===== src/rtl/trans_conv_pkg.sv =====
// Shared FSM encodings and elaboration-time helpers for the transposed-conv sequencer.
package trans_conv_pkg;

  localparam logic [2:0] ST_IDLE  = 3'd0;
  localparam logic [2:0] ST_FETCH = 3'd1;
  localparam logic [2:0] ST_ISSUE = 3'd2;
  localparam logic [2:0] ST_PACE  = 3'd3;
  localparam logic [2:0] ST_DRAIN = 3'd4;
  localparam logic [2:0] ST_DONE  = 3'd5;

  // Ceiling log2; returns 0 for v <= 1.
  function automatic int unsigned clog2(input int unsigned v);
    int unsigned r;
    r = 0;
    for (int unsigned i = 0; i < 32; i++) begin
      if ((64'd1 << i) < 64'(v)) r = i + 1;
    end
    return r;
  endfunction

  function automatic int unsigned max_u(input int unsigned a, input int unsigned b);
    return (a > b) ? a : b;
  endfunction

endpackage


===== src/rtl/trans_conv_pace_timer.sv =====
// Loadable down-counter; expired_c is high while the count sits at zero.
module trans_conv_pace_timer #(
  parameter int unsigned TW = 8
) (
  input  logic          clk,
  input  logic          rst_n,
  input  logic          load,
  input  logic [TW-1:0] load_val,
  output logic          expired_c
);

  logic [TW-1:0] cnt_q;
  logic [TW-1:0] cnt_d;

  always_comb begin
    cnt_d = cnt_q;
    if (load) begin
      cnt_d = load_val;
    end else if (cnt_q != '0) begin
      cnt_d = cnt_q - TW'(1);
    end
  end

  always_ff @(posedge clk or negedge rst_n) begin
    if (!rst_n) begin
      cnt_q <= '0;
    end else begin
      cnt_q <= cnt_d;
    end
  end

  assign expired_c = (cnt_q == '0);

endmodule


===== src/rtl/trans_conv2d_seq_ctrl.sv =====
// Sequencer for trans_conv2d_4x4_layer: streams the input map from RAM as paced valid pulses
// and captures every layer output into an output RAM.
module trans_conv2d_seq_ctrl
  import trans_conv_pkg::*;
#(
  parameter  int unsigned DATA_WIDTH    = 16,
  parameter  int unsigned IN_WIDTH      = 8,
  parameter  int unsigned IN_HEIGHT     = 8,
  parameter  int unsigned PIX_PERIOD    = 6,
  parameter  int unsigned ROW_PERIOD    = 22,
  parameter  int unsigned OUT_TOTAL     = 256,
  parameter  int unsigned DRAIN_TIMEOUT = 200,
  localparam int unsigned AW            = clog2(IN_WIDTH * IN_HEIGHT),
  localparam int unsigned OW            = clog2(OUT_TOTAL)
) (
  input  logic                  clk,
  input  logic                  rst_n,
  input  logic                  start,
  input  logic                  abort,
  output logic                  busy,
  output logic                  done,
  output logic                  timeout_err,
  output logic                  overflow_err,
  output logic                  mem_rd_en,
  output logic [AW-1:0]         mem_addr,
  input  logic [DATA_WIDTH-1:0] mem_rd_data,
  output logic                  conv_valid_in,
  output logic [DATA_WIDTH-1:0] conv_data_in,
  input  logic                  conv_valid_out,
  input  logic [DATA_WIDTH-1:0] conv_data_out,
  output logic                  out_wr_en,
  output logic [OW-1:0]         out_addr,
  output logic [DATA_WIDTH-1:0] out_wr_data,
  output logic [OW:0]           out_count
);

  localparam int unsigned DW   = DATA_WIDTH;
  localparam int unsigned NPIX = IN_WIDTH * IN_HEIGHT;
  localparam int unsigned CW   = (IN_WIDTH > 1) ? clog2(IN_WIDTH) : 1;
  localparam int unsigned TW   = clog2(max_u(ROW_PERIOD, DRAIN_TIMEOUT));

  // Timer reloads: a pulse is preceded by FETCH and ISSUE, hence the -3.
  localparam logic [TW-1:0] PIX_LOAD   = TW'(PIX_PERIOD - 3);
  localparam logic [TW-1:0] ROW_LOAD   = TW'(ROW_PERIOD - 3);
  localparam logic [TW-1:0] DRAIN_LOAD = TW'(DRAIN_TIMEOUT - 1);
  localparam logic [OW:0]   OUT_FULL   = (OW + 1)'(OUT_TOTAL);

  logic [2:0]    state_q, state_d;
  logic [AW-1:0] pix_q, pix_d;
  logic [CW-1:0] col_q, col_d;

  logic          busy_q, busy_d;
  logic          done_q, done_d;
  logic          timeout_err_q, timeout_err_d;
  logic          overflow_err_q, overflow_err_d;
  logic          mem_rd_en_q, mem_rd_en_d;
  logic [AW-1:0] mem_addr_q, mem_addr_d;
  logic          conv_valid_in_q, conv_valid_in_d;
  logic [DW-1:0] conv_data_in_q, conv_data_in_d;
  logic          out_wr_en_q, out_wr_en_d;
  logic [OW-1:0] out_addr_q, out_addr_d;
  logic [DW-1:0] out_wr_data_q, out_wr_data_d;
  logic [OW:0]   out_count_q, out_count_d;

  logic          tmr_load_c;
  logic [TW-1:0] tmr_val_c;
  logic          tmr_expired_c;
  logic          timeout_set_c;
  logic          start_acc_c;
  logic          last_col_c;
  logic          last_pix_c;
  logic          cap_c;
  logic          room_c;

  trans_conv_pace_timer #(
    .TW (TW)
  ) u_pace_timer (
    .clk       (clk),
    .rst_n     (rst_n),
    .load      (tmr_load_c),
    .load_val  (tmr_val_c),
    .expired_c (tmr_expired_c)
  );

  assign start_acc_c = (state_q == ST_IDLE) && start && !abort;
  assign last_col_c  = (col_q == CW'(IN_WIDTH - 1));
  assign last_pix_c  = (pix_q == AW'(NPIX - 1));

  // Next-state and sequencing outputs.
  always_comb begin
    state_d       = state_q;
    pix_d         = pix_q;
    col_d         = col_q;
    tmr_load_c    = 1'b0;
    tmr_val_c     = '0;
    timeout_set_c = 1'b0;

    case (state_q)
      ST_IDLE: begin
        if (start) begin
          state_d = ST_FETCH;
          pix_d   = '0;
          col_d   = '0;
        end
      end
      ST_FETCH: begin
        state_d = ST_ISSUE;
      end
      ST_ISSUE: begin
        tmr_load_c = 1'b1;
        if (last_pix_c) begin
          state_d   = ST_DRAIN;
          tmr_val_c = DRAIN_LOAD;
        end else begin
          state_d = ST_PACE;
          pix_d   = pix_q + AW'(1);
          if (last_col_c) begin
            col_d     = '0;
            tmr_val_c = ROW_LOAD;
          end else begin
            col_d     = col_q + CW'(1);
            tmr_val_c = PIX_LOAD;
          end
        end
      end
      ST_PACE: begin
        if (tmr_expired_c) state_d = ST_FETCH;
      end
      ST_DRAIN: begin
        if (out_count_q == OUT_FULL) begin
          state_d = ST_DONE;
        end else if (conv_valid_out) begin
          tmr_load_c = 1'b1;
          tmr_val_c  = DRAIN_LOAD;
        end else if (tmr_expired_c) begin
          state_d       = ST_DONE;
          timeout_set_c = 1'b1;
        end
      end
      ST_DONE: begin
        state_d = ST_IDLE;
      end
      default: begin
        state_d = ST_IDLE;
      end
    endcase

    if (abort) begin
      state_d       = ST_IDLE;
      tmr_load_c    = 1'b0;
      timeout_set_c = 1'b0;
    end

    busy_d          = (state_d != ST_IDLE);
    done_d          = (state_d == ST_DONE);
    mem_rd_en_d     = (state_d == ST_FETCH);
    mem_addr_d      = (state_d == ST_FETCH) ? pix_d : mem_addr_q;
    conv_valid_in_d = (state_q == ST_ISSUE) && !abort;
    conv_data_in_d  = conv_valid_in_d ? mem_rd_data : conv_data_in_q;

    timeout_err_d = timeout_err_q;
    if (start_acc_c) begin
      timeout_err_d = 1'b0;
    end else if (timeout_set_c) begin
      timeout_err_d = 1'b1;
    end
  end

  // Output capture: one registered write per accepted conv output.
  always_comb begin
    cap_c          = conv_valid_out && (state_q != ST_IDLE) && !abort;
    room_c         = (out_count_q != OUT_FULL);
    out_wr_en_d    = cap_c && room_c;
    out_addr_d     = out_addr_q;
    out_wr_data_d  = out_wr_data_q;
    out_count_d    = out_count_q;
    overflow_err_d = overflow_err_q;
    if (start_acc_c) begin
      out_count_d    = '0;
      overflow_err_d = 1'b0;
    end else if (cap_c) begin
      if (room_c) begin
        out_addr_d    = out_count_q[OW-1:0];
        out_wr_data_d = conv_data_out;
        out_count_d   = out_count_q + (OW + 1)'(1);
      end else begin
        overflow_err_d = 1'b1;
      end
    end
  end

  always_ff @(posedge clk or negedge rst_n) begin
    if (!rst_n) begin
      state_q         <= ST_IDLE;
      pix_q           <= '0;
      col_q           <= '0;
      busy_q          <= 1'b0;
      done_q          <= 1'b0;
      timeout_err_q   <= 1'b0;
      mem_rd_en_q     <= 1'b0;
      mem_addr_q      <= '0;
      conv_valid_in_q <= 1'b0;
      conv_data_in_q  <= '0;
    end else begin
      state_q         <= state_d;
      pix_q           <= pix_d;
      col_q           <= col_d;
      busy_q          <= busy_d;
      done_q          <= done_d;
      timeout_err_q   <= timeout_err_d;
      mem_rd_en_q     <= mem_rd_en_d;
      mem_addr_q      <= mem_addr_d;
      conv_valid_in_q <= conv_valid_in_d;
      conv_data_in_q  <= conv_data_in_d;
    end
  end

  always_ff @(posedge clk or negedge rst_n) begin
    if (!rst_n) begin
      out_wr_en_q    <= 1'b0;
      out_addr_q     <= '0;
      out_wr_data_q  <= '0;
      out_count_q    <= '0;
      overflow_err_q <= 1'b0;
    end else begin
      out_wr_en_q    <= out_wr_en_d;
      out_addr_q     <= out_addr_d;
      out_wr_data_q  <= out_wr_data_d;
      out_count_q    <= out_count_d;
      overflow_err_q <= overflow_err_d;
    end
  end

  assign busy          = busy_q;
  assign done          = done_q;
  assign timeout_err   = timeout_err_q;
  assign overflow_err  = overflow_err_q;
  assign mem_rd_en     = mem_rd_en_q;
  assign mem_addr      = mem_addr_q;
  assign conv_valid_in = conv_valid_in_q;
  assign conv_data_in  = conv_data_in_q;
  assign out_wr_en     = out_wr_en_q;
  assign out_addr      = out_addr_q;
  assign out_wr_data   = out_wr_data_q;
  assign out_count     = out_count_q;

endmodule


===== config.mk =====
export PLATFORM = sky130hd
export DESIGN_NAME = trans_conv2d_seq_ctrl
export DESIGN_NICKNAME = d
export VERILOG_FILES = /design/src/rtl/trans_conv_pkg.sv /design/src/rtl/trans_conv_pace_timer.sv /design/src/rtl/trans_conv2d_seq_ctrl.sv
export SDC_FILE = /design/constraint.sdc
export NUM_CORES = 1
export LEC_CHECK = 0
export CAP_MARGIN = 20
export CORE_MARGIN = 5
export CORE_UTILIZATION = 53
export CTS_BUF_LIST = sky130_fd_sc_hd__clkbuf_16
export DETAILED_ROUTE_END_ITERATION = 10
export PLACE_DENSITY_LB_ADDON = 0.2
export SLEW_MARGIN = 30
export SYNTH_ARGS = -nofsm -noshare
export SYNTH_HDL_FRONTEND = slang
export SYNTH_HIERARCHICAL = 1
export SYNTH_SLANG_ARGS = --single-unit

===== constraint.sdc =====
create_clock -name clk -period 6.6 [get_ports clk]
set_input_delay 1.98 -clock clk [delete_from_list [all_inputs] [get_ports clk]]
set_output_delay 1.98 -clock clk [all_outputs]
set_load 0.05 [all_outputs]

==> flow_metrics.tcl <==
set metrics [dict create \
    status "finished clean" \
    gp_congestion 0.878 \
    ys_ff_latch 82 \
    cts_tree "built" \
    endpoint "mem_addr[0]$_DFFE_PN0N_" \
    multi_input_area_um2 1630 \
    required_ns 6.81 \
    critPathBufInv 1 \
    seqCellArea_um2 2050 \
    die-area_um2 9040 \
    drt_iter0_drc 116 \
    vias_per_cell 5.50 \
    grt_pass1_wl_um 14100 \
    numCtsBuffers 9 \
    synth.avg_cell_area_um2 12.2 \
    crit_cells 5 \
    syn-instance-count 315 \
    clkTransAtPathRegs_ns 0.07 \
    clk_latency_ns 0.34 \
    power.leakage_uw 0.00217 \
    antenna_found_initial 0 \
    async_flop_share 1.00 \
    die_w_um 95.1 \
    synth_area_leaders "dfrtp_1, mux2_2, mux2_1, ha_1, mux2_4" \
    drtAntennaViolNets 0 \
    fin_tns_setup_ns 0 \
    endpoint_kind "flip-flop" \
    slowest_stage "clkdlybuf4s50_1" \
    detail_route.wirelength_um 8380 \
    finalPower_uw 1940 \
    fp.dieH_um 95.1 \
    synth_cell_types 66 \
    maxSlewViolCount 0 \
    max_freq_ghz 0.267 \
    io_buffer_count 98 \
    ys_seq_area_frac 0.535 \
    r2r_cells 7 \
    path_max_fanout 11 \
    post_drt_wl_per_cell_um 16.2 \
    vias 2841 \
    clockRootBuffer "clkbuf_16" \
    fin_crit_ns 3.74 \
    rows 31 \
    synth_edf_count 0 \
    cp.arrival_ns 3.96 \
    cts_setup_buffers 0 \
    overflow 0 \
    ys_warn_count 6 \
    period_share 0.567 \
    nets 456 \
    clock-sinks 82 \
    grt_max_degree 83 \
    hold_buffers 0 \
    reg2reg_to "mem_addr[0]$_DFFE_PN0N_" \
    place.detailed.hpwl_um 5880 \
    r2r_start "u_pace_timer/cnt_q[0]$_DFFE_PN0P_" \
    synth_area_um2 3840 \
    r2r_slack_ns 3.79 \
    cts_resized 0 \
    yosys.area.top_type "dfrtp_1" \
    cts.path.max_buffers 2 \
    io_pins 99 \
    crit_chain "clkdlybuf4s50_1 > or2_1 > o21bai_4 > a221oi_4 > mux2_4" \
    setup_viol 0 \
    drc 0 \
    antenna_cells 0 \
    final_hold_viol_count 0 \
    final_layout_size_suffix_gt1_frac 0.160 \
    critPathKind "in2reg" \
    htree_num_levels 3 \
    rsz0062_at_grt "no" \
    synth-main-ff-cell "dfrtp_1" \
    core_um2 7140 \
    timing.hold.ws_ns 0.486 \
    crit_family "compound AO/OA/AOI/OAI gates" \
    fin_util 0.725 \
    powerDensity_nw_per_um2 374 \
    syn2layout_area_growth_pct 35.0 \
    relSlewSlack 0.500 \
    grt_pass1_vias 2855 \
    maxCapViolations 0 \
    start_util 0.538 \
    peakVddDrop_mv 0.280 \
    fill_cells 533 \
    tightest_slew_ns 0.750 \
    synth_top_area_share 0.535 \
    grt_util_all_layers 0.200 \
    critPathLaunch "abort" \
    startpoint_type "primary input" \
    worst_hold_path_type "reg2reg" \
    critPathMaxStageDelay_ns 0.63 \
    finClkSkew_ns 0.00963 \
    first_pass_iters 4 \
]
## worst reg2reg max path, stage by stage, from the launching register on
cell	delay [ns]
dfrtp_1	0.42
inv_1	0.11
ha_1	0.26
or3b_1	0.48
nor2_1	0.36
a31oi_1	0.19
a221oi_4	0.54
mux2_4	0.34
## cell families (layout without fill, tap and decap cells)
kind of cell               after synthesis  count (layout)  synth area share
and+or+nand+nor                         85              85             0.133
muxes                                   47              47             0.142
other                                    1               2          0.000978
adders and majority gates                6               6            0.0196
xor gates and xnor gates                 3               3           0.00685
DFF                                     82              82             0.535
AOI/OAI and AO/OA                       61              61             0.119
buffers and inverters                   30             132            0.0437
## per-stage QoR
stage | instances | setup WS, ns | instance area (µm²)
finish | 517 | 2.86 | 5180
global route | 517 | 2.78 | 5180
CTS | 517 | 2.86 | 5180
detailed placement | 501 | 2.52 | 4880
global placement | 501 | 2.55 | 4880
floorplan | 316 | 3.23 | 3840
## layout by cell type, fill, tap and decap left out, drive strengths merged, types with 3 or more instances in the layout
master         synthesis  layout
nand2                 11      11
a21oi                 14      14
nor2                  18      18
dfrtp                 82      82
o211ai                 3       3
o21ai                  8       8
o21bai                 3       3
clkbuf                 1       9
clkdlybuf4s50          0      97
nand3                  6       6
nand4                  7       7
a31oi                  6       6
a221oi                 3       3
mux2                  44      44
or3                    3       3
inv                   14      16
clkinvlp               0       3
and3                   4       4
nor3b                  4       4
and2                   3       3
xnor2                  3       3
ha                     6       6
nor2b                  5       5
nor3                   8       8
o31ai                  6       6
buf                   13       4
mux2i                  3       3
nor4                   3       3
## cells in the mapped netlist (all sizes together), types with 4 or more instances
| library cell | number |
|---|---|
| and3 | 4 |
| buf | 13 |
| inv | 14 |
| nand3 | 6 |
| a31oi | 6 |
| nor3 | 8 |
| nor2b | 5 |
| nor2 | 18 |
| a21oi | 14 |
| dfrtp | 82 |
| nor3b | 4 |
| o31ai | 6 |
| nand4 | 7 |
| nand2 | 11 |
| ha | 6 |
| mux2 | 44 |
| o21ai | 8 |
## metal layers
layer | part of all wire | up-vias | GRT usage
met5 | 0 | - | 0
met4 | 0.011 | 0 | 0.0469
met3 | 0.091 | 7 | 0.0805
met2 | 0.47 | 102 | 0.311
met1 | 0.43 | 1386 | 0.262
li1 | - | 1346 | -
## how the worst min path moves through the flow
stage | start | end | slack (ns) | depth (start not counted)
4_1_cts | out_wr_data[14]$_DFFE_PN0P_ | out_wr_data[14]$_DFFE_PN0P_ | 0.49 | 1
5_1_grt | out_wr_data[11]$_DFFE_PN0P_ | out_wr_data[11]$_DFFE_PN0P_ | 0.50 | 1
3_5_place_dp | out_wr_data[14]$_DFFE_PN0P_ | out_wr_data[14]$_DFFE_PN0P_ | 0.47 | 1
6_report | out_wr_data[11]$_DFFE_PN0P_ | out_wr_data[11]$_DFFE_PN0P_ | 0.49 | 1
3_3_place_gp | out_wr_data[11]$_DFFE_PN0P_ | out_wr_data[11]$_DFFE_PN0P_ | 0.47 | 1
2_1_floorplan | col_q[1]$_DFFE_PN0P_ | col_q[1]$_DFFE_PN0P_ | 0.47 | 1
## sequential cells by signal, indices dropped and copies added (netlist names), 3 cells and up
register            count
conv_data_in           16
col_q                   3
out_wr_data            16
u_pace_timer/cnt_q      8
out_count               9
out_addr                8
state_q                 3
mem_addr                6
pix_q                   6
## area by class of cell
| cell class | instances | share of cell area |
|---|---|---|
| Sequential cell | 82 | 0.396 |
| Multi-Input combinational cell | 204 | 0.315 |
| Timing Repair Buffer | 101 | 0.194 |
| Clock buffer | 9 | 0.0435 |
| Tap cell | 99 | 0.0239 |
| Inverter | 15 | 0.0135 |
| Clock inverter | 7 | 0.0133 |
## where the power goes
group	internal [µW]	switching, µW	leakage [µW]	total (µW)
Clock	291	197	0.000137	488
Sequential	618	96.8	0.00105	715
Combinational	284	452	0.000983	736
Total	1190	745	0.00217	1940
No activity file was read; power rests on OpenSTA's default activity.
